<file path="src/rtl/iqueue_mw_pkg.sv">
// Shared LC-3b front-end types: the instruction-queue entry layout and default depth.
package lc3b_types;

  typedef struct packed {
    logic [15:0] pc;
    logic [15:0] instr;
  } lc3b_iqueue_entry;

  localparam int IQ_DEPTH = 8;

endpackage

</file>
<file path="src/rtl/iq_ram2w2r.sv">
// DEPTH x ENTRY_W register array with two write ports and two combinational read ports.
module iq_ram2w2r #(
  parameter int DEPTH   = 8,
  parameter int ENTRY_W = 32
) (
  input  logic                     clk,
  input  logic                     we0,
  input  logic [$clog2(DEPTH)-1:0] wa0,
  input  logic [ENTRY_W-1:0]       wd0,
  input  logic                     we1,
  input  logic [$clog2(DEPTH)-1:0] wa1,
  input  logic [ENTRY_W-1:0]       wd1,
  input  logic [$clog2(DEPTH)-1:0] ra0,
  output logic [ENTRY_W-1:0]       rd0,
  input  logic [$clog2(DEPTH)-1:0] ra1,
  output logic [ENTRY_W-1:0]       rd1
);

  logic [ENTRY_W-1:0] mem [DEPTH];

  // Callers never drive both ports to the same slot in one cycle.
  always_ff @(posedge clk) begin
    if (we0) mem[wa0] <= wd0;
    if (we1) mem[wa1] <= wd1;
  end

  assign rd0 = mem[ra0];
  assign rd1 = mem[ra1];

endmodule

</file>
<file path="src/rtl/iqueue_mw.sv">
// Two-in / two-out instruction queue between decode and issue, with flush,
// occupancy reporting and sticky protocol-error flags.
module iqueue_mw
  import lc3b_types::*;
#(
  parameter int DEPTH     = IQ_DEPTH,
  parameter int ENTRY_W   = $bits(lc3b_iqueue_entry),
  parameter int AFULL_LVL = 2
) (
  input  logic                       clk,
  input  logic                       rst_n,
  input  logic                       flush,
  input  logic [1:0]                 push_cnt,
  input  logic [ENTRY_W-1:0]         push_data0,
  input  logic [ENTRY_W-1:0]         push_data1,
  input  logic [1:0]                 pop_cnt,
  output logic [ENTRY_W-1:0]         out_data0,
  output logic [ENTRY_W-1:0]         out_data1,
  output logic                       out_valid0,
  output logic                       out_valid1,
  output logic [$clog2(DEPTH):0]     count,
  output logic [$clog2(DEPTH):0]     free,
  output logic                       full,
  output logic                       almost_full,
  output logic                       ovf_err,
  output logic                       unf_err
);

  localparam int PW = $clog2(DEPTH);
  localparam int CW = PW + 1;

  logic [PW-1:0] head, tail;
  logic [CW-1:0] cnt_q;
  logic          ovf_q, unf_q;

  // Handshake: the producer offers push_cnt entries and all of them are taken
  // only when they fit in the start-of-cycle free space, otherwise none are;
  // issue may consume up to pop_cnt entries, clamped to what out_valid* show.
  logic [CW-1:0] free_w, pop_ext, push_ext, eff_pop, acc;
  logic          push_ok, push_bad, pop_bad;
  logic          we0, we1;

  always_comb begin
    free_w   = CW'(DEPTH) - cnt_q;
    pop_ext  = CW'(pop_cnt);
    push_ext = CW'(push_cnt);
    eff_pop  = (pop_ext > cnt_q) ? cnt_q : pop_ext;
    pop_bad  = (pop_cnt == 2'd3) || (pop_ext > cnt_q);
    push_bad = (push_cnt == 2'd3);
    push_ok  = !push_bad && (push_ext <= free_w);
    acc      = push_ok ? push_ext : '0;
    we0      = !flush && push_ok && (push_cnt != 2'd0);
    we1      = !flush && push_ok && (push_cnt == 2'd2);
  end

  always_ff @(posedge clk or negedge rst_n) begin
    if (!rst_n) begin
      head  <= '0;
      tail  <= '0;
      cnt_q <= '0;
      ovf_q <= 1'b0;
      unf_q <= 1'b0;
    end else if (flush) begin
      head  <= '0;
      tail  <= '0;
      cnt_q <= '0;
    end else begin
      head  <= head + PW'(eff_pop);
      tail  <= tail + PW'(acc);
      cnt_q <= cnt_q - eff_pop + acc;
      if (pop_bad || push_bad)             unf_q <= 1'b1;
      if (!push_bad && !push_ok)           ovf_q <= 1'b1;
    end
  end

  iq_ram2w2r #(.DEPTH(DEPTH), .ENTRY_W(ENTRY_W)) u_ram (
    .clk (clk),
    .we0 (we0),
    .wa0 (tail),
    .wd0 (push_data0),
    .we1 (we1),
    .wa1 (tail + PW'(1)),
    .wd1 (push_data1),
    .ra0 (head),
    .rd0 (out_data0),
    .ra1 (head + PW'(1)),
    .rd1 (out_data1)
  );

  assign count       = cnt_q;
  assign free        = free_w;
  assign out_valid0  = (cnt_q != '0);
  assign out_valid1  = (cnt_q >= CW'(2));
  assign full        = (cnt_q == CW'(DEPTH));
  assign almost_full = (free_w <= CW'(AFULL_LVL));
  assign ovf_err     = ovf_q;
  assign unf_err     = unf_q;

endmodule

</file>
<file path="config.mk">
export PLATFORM = sky130hd
export DESIGN_NAME = iqueue_mw
export DESIGN_NICKNAME = d
export VERILOG_FILES = /design/src/rtl/iqueue_mw_pkg.sv /design/src/rtl/iq_ram2w2r.sv /design/src/rtl/iqueue_mw.sv
export SDC_FILE = /design/constraint.sdc
export NUM_CORES = 1
export LEC_CHECK = 0
export ABC_CLOCK_PERIOD_IN_PS = 7100
export CORE_MARGIN = 3
export CORE_UTILIZATION = 25
export DETAILED_ROUTE_END_ITERATION = 6
export SLEW_MARGIN = 10
export SYNTH_ARGS = -nofsm -noshare
export SYNTH_HDL_FRONTEND = slang
export SYNTH_SLANG_ARGS = --single-unit
</file>
<file path="constraint.sdc">
create_clock -name clk -period 7.1 [get_ports clk]
set_clock_uncertainty 0.2 [all_clocks]
set_input_delay 0.71 -clock clk [delete_from_list [all_inputs] [get_ports clk]]
set_output_delay 0.71 -clock clk [all_outputs]
set_load 0.03 [all_outputs]
</file>
-- After elaboration in Yosys (flattened, before gate mapping)
Memory sizes are Yosys's and may differ from the RTL's.
Index checks and enable logic that the tools add are counted.
- output and inout port bits: 78
- word-level logic and storage cells: 45
- register bits after elaboration: 12
- bits of input ports: 71
- memories kept: 1
- memory bits (writable): 256
- bitwise operators: 1
- eq/ne operators: 4
- $add $sub $neg: 7
- magnitude comparators: 4
- reduce and logical (&&, ||, !) cells: 14
- multiplexer cells: 9
- memories (name ; depth ; width ; read ports ; clocked after Yosys merged registers in ; write ports ; line ; RTL):
    u_ram.mem ; 8 ; 32 ; 2 ; 0 ; 2 ; iq_ram2w2r.sv:19 ; logic [ENTRY_W-1:0] mem [DEPTH];
- operators with widths (cell ; number):
    $mux 4 ; 2
    $add 3x1->3 const B ; 2
    $eq 2x2->1 const B ; 3
    $mux 3 ; 2
    $logic_and 1x1->1 ; 5
    $add 4x2->4 ; 1
    $eq 4x4->1 const B ; 1
    $ge 4x2->1 const B ; 1
    $gt 2x4->1 ; 1
    $le 2x4->1 ; 1
    $le 4x2->1 const B ; 1
    $mux 1 ; 4
    $reduce_and 2->1 ; 2
    $reduce_bool 4->1 ; 1
    $sub 4x4->4 ; 1
    $sub 4x4->4 const A ; 1
    $add 3x2->3 ; 1
    $add 3x3->3 ; 1
    $logic_not 1->1 ; 3
    $logic_or 1x1->1 ; 2
    $mux 2 ; 1
    $reduce_bool 2->1 ; 1
    $not 1->1 ; 1

-- Depth between registers and ports, before layout
- word-level depth: 7
- gate-level depth with buffers: 15
- depth with buffers taken out: 15

-- By module
A second synthesis with hierarchy kept.
- cells, all modules: 906
- area, all modules: 16120.5 um^2
- modules (own cells, without submodules) (module ; cells an instance ; instances ; sequential area each (um^2) ; area each (um^2)):
    iq_ram2w2r ; 794 ; 1 ; 7687.4 ; 15080.7
    iqueue_mw ; 112 ; 1 ; 300.3 ; 1039.7

-- Worst setup path after synthesis
OpenSTA, ideal clock, no wires.
- kind: register to register
- start point: reg cnt_q[1], in the netlist count[1]
- end point: mem u_ram.mem[2][0] (enable)
- clock period less this slack: 6566 ps
- arrival: 5856 ps
- required time: 6389 ps
- setup time: 511 ps
- path buffers: 1
- cell stages (with the launch flop): 10
- path slack: 534 ps
- path through: dfrtp_1 -> inv_1 -> ha_1 -> inv_1 -> ha_1 -> nor2b_1 -> o21ai_4 -> nor2_1 -> buf_2 -> o41ai_1
- RTL lines (what ; line ; RTL):
    start, declared ; iqueue_mw.sv:33 ; logic [CW-1:0] cnt_q;
    start signal, assigned ; iqueue_mw.sv:70 ; cnt_q <= cnt_q - eff_pop + acc;
    end, declared ; iq_ram2w2r.sv:19 ;

-- Worst setup path in the final report
- start point: reg head[1]
- end point: out out_data1[31]
- cells in the longest elaborated chain, start to end: 2
- ends and longest elaborated chain (what ; line ; RTL):
    start, declared ; iqueue_mw.sv:32 ; logic [PW-1:0] head, tail;
    start signal, assigned ; iqueue_mw.sv:68 ; head <= head + PW'(eff_pop);
    $add 3x1->3 ; iqueue_mw.sv:86 ; .ra1 (head + PW'(1)),
    $mem_v2 8x32 ; -- ;
    end, declared ; iqueue_mw.sv:18 ; output logic [ENTRY_W-1:0] out_data1,
No other way between the ends.

==> impl_results.md <==
- Clock tree buffer depth: 3
- Crit. End Element: primary output
- Sequential Power Share: a little over a quarter
- Resized Gates After CTS: 0
- EDFF count, synth: 256
- Via count: about 9200
- # clock sinks: 268
- Postcts setup bufs: 0
- Slew HR: around a fifth
- I/O Pins: 149
- Main flop type after synthesis: edfxtp_1
- CTS Hold Bufs: 0
- Cell Int Power: around 4.8 mW
- Nets: approximately 1100
- Core area: between 60000 and 70000 um^2
- Count leader, synth: edfxtp_1
- Synthesized cell area: 15960 um^2
- Clock power frac: 20.6%
- Max-cap violation count: 0
- Fmax: 196.0 MHz
- Post-synth top cells: 256 x edfxtp_1, 200 x mux2_2, 128 x mux4_2
- Num CTS Buffers: 31
- Sequential element share of the synthesized area: around 50%
- TritonRoute pass-1 iters: 5
- CP Class: reg -> out
- Pre-CTS setup slack: 2.489 ns
- Post-route ant nets: 0
- Placed cell area: 18450 um^2
- Layout cells sized above 1: ~43%
- Sw Ratio: 39.09%
- YS warnings: 0
- Syn Inst Count: between 900 and 1000
- Crit path arrival time: 4.19 ns
- Routability cong.: around 0.74
- Vias per cell: 4.803
- CP max FO: between 40 and 50
- CTS tree: built
- Final HPWL DP: between 20000 and 30000 um
- Avg WL per Cell: between 20 and 25 um
- Hold Crit Class: reg -> reg
- Outcome: complete, no violations
- Final WL: 46710 um
- Top post-synthesis cells by area: edfxtp_1 48%, mux4_2 18%, mux2_2 14%, mux2_1 6.4%, mux2_4 2.7%
- Port-buffer cells: 148
- Final instance area: slightly below 20000 um^2
- Ys async rst share: under 10%
- Crit path time final: ~5.1 ns
- Clk slew on worst S/H paths: ~0.06 ns
- Drc violations: 0
- Crit start category: register
- Synth top area share: between 40 and 50%
- Pwr dens: around 400 nW/um^2
- Final hold viol count: 0
- Die H: about 260 um
- Slew Limit Fails: 0
- Die Wd: 258.7 um
- Rows: just over 90
- Leak pwr: approximately 6.3 nW
- Root buffer cell: clkbuf_16
- Fin crit share: a little over 70%
- Largest net degree at the start of global routing: between 50 and 60
- Starting density of the core: approximately a quarter
- Synthesis-to-layout area growth: 21.99%
- Hold_ws: 0.2705 ns
- Worst EP required: a little over 6 ns
- Area leader, netlist: edfxtp_1
- Worst vdd ir: 0.3373 mV
- Global route total overflow: 0
- Post-synth cell types: 37
- Slew @ Worst Pin: 1.193 ns
- PnR worst setup slack: 1.998 ns
- First DRT Iteration DRCs: around 740
- First-pass GRT wire length: around 70000 um
- Final setup violation count: 0
- Setup TNS: 0 ns
- Clock Latency Late Sink: around 0.57 ns
- Syn_nets: 994
- RSZ-0062 raised after global routing: no
- Die area: roughly 67000 um^2
- Initial antenna violation count: 5
- Comb pwr share: a little over half
- P_sw: roughly 3.1 mW
- Number of synthesized register bits: approximately 270
- Synth Area per Inst: around 18 um^2
- Number of global-route vias before repair: 10090
- H-tree depth: 1
- Gr usage total: 13.82%
==> power by group through the flow <==
stage / sequential [mW] / clock [mW] / combinational (mW)
after floorplan: 2.01 / 0 / 2.81
after global placement: 2.09 / 0 / 4.23
after detailed placement: 2.10 / 0 / 4.25
after CTS: 2.07 / 1.67 / 4.27
after global routing: 2.09 / 1.73 / 4.42
final: 2.06 / 1.62 / 4.19
==> cells in the final DEF, fill, tap and decap left out, types with 3 or more instances in the layout <==
cell,count
or2_2,3
edfxtp_1,256
nor3_1,4
nand2b_1,4
mux2_2,200
clkdlybuf4s50_1,148
nor2b_1,7
dfrtp_1,9
mux2_4,29
nor2_1,10
o41ai_2,8
o21ai_0,3
inv_1,16
fa_1,4
mux2_1,91
a21oi_1,5
clkbuf_16,31
bufinv_16,5
mux4_2,128
clkinv_2,7
o211ai_4,7
clkbuf_1,5
ha_1,16
xnor2_1,7
xor2_1,3
nand2_1,7
buf_4,30
clkinv_1,6
==> layout make-up <==
cell class              instances  area, um^2
inverters                      16       60.06
fillers                      6218       43610
flip-flops and latches        268        7996
clock inverters                20       222.7
well taps                     846        1059
diodes                          2       5.005
repair buffers                178        1707
multi-input cells             553        7629
clock buffers                  36       794.5
==> critical path, stage by stage, from the launching register on <==
cell	delay, ns
dfrtp_4	0.75
ha_4	0.90
buf_4	0.49
mux4_2	0.55
mux2_2	0.31
clkdlybuf4s50_1	0.60
==> through the flow <==
stage / std cells / power [mW] / utilization (%)
2_1_floorplan: 902 / 4.818 / -
5_1_grt: 1918 / 8.238 / 30.87
4_1_cts: 1917 / 8.006 / 30.86
6_report: 1919 / 7.875 / 30.87
3_3_place_gp: 1861 / 6.322 / 29.25
3_5_place_dp: 1861 / 6.351 / 29.25
==> logic make-up (layout without fill, tap and decap cells) <==
| family | after synthesis | after routing | share of synthesized area (%) |
|---|---|---|---|
| adder cells (fa/ha/maj) | 21 | 21 | 1.834 |
| buffers and inverters | 81 | 250 | 2.743 |
| other | 0 | 2 | 0 |
| multiplexers | 448 | 448 | 41.32 |
| AND/OR/NAND/NOR | 42 | 42 | 1.348 |
| flip-flops | 268 | 268 | 50.04 |
| AO/OA/AOI/OAI | 31 | 31 | 2.116 |
| XOR/XNOR | 11 | 11 | 0.6035 |
==> layer usage <==
| layer | up-vias | global-route usage (%) | share of wire [%] |
|---|---|---|---|
| met1 | 4939 | 17.81 | 43 |
| met2 | 192 | 24.18 | 51 |
| met5 | - | 0 | 0.081 |
| met4 | 6 | 3.163 | 1.8 |
| li1 | 4023 | - | - |
| met3 | 57 | 2.443 | 4.9 |
==> state kept, by name (all words and copies together), names as in the netlist <==
signal	flops
tail	3
head	3
ovf_err	1
count	4
unf_err	1
u_ram.mem	256
==> final timing paths <==
check                          from            end  slack (ns)  cells after the start
setup / recovery            head[1]  out_data1[31]        2.00                      5
hold / removal              ovf_err        ovf_err        0.27                      1
setup reg to reg           count[0]       count[2]        2.72                     12
hold reg to reg             ovf_err        ovf_err        0.27                      1
max in group asynchronous     rst_n        head[0]        5.90                      1
min in group asynchronous     rst_n       count[0]        0.33                      1
(Power assumes the default switching activity.)
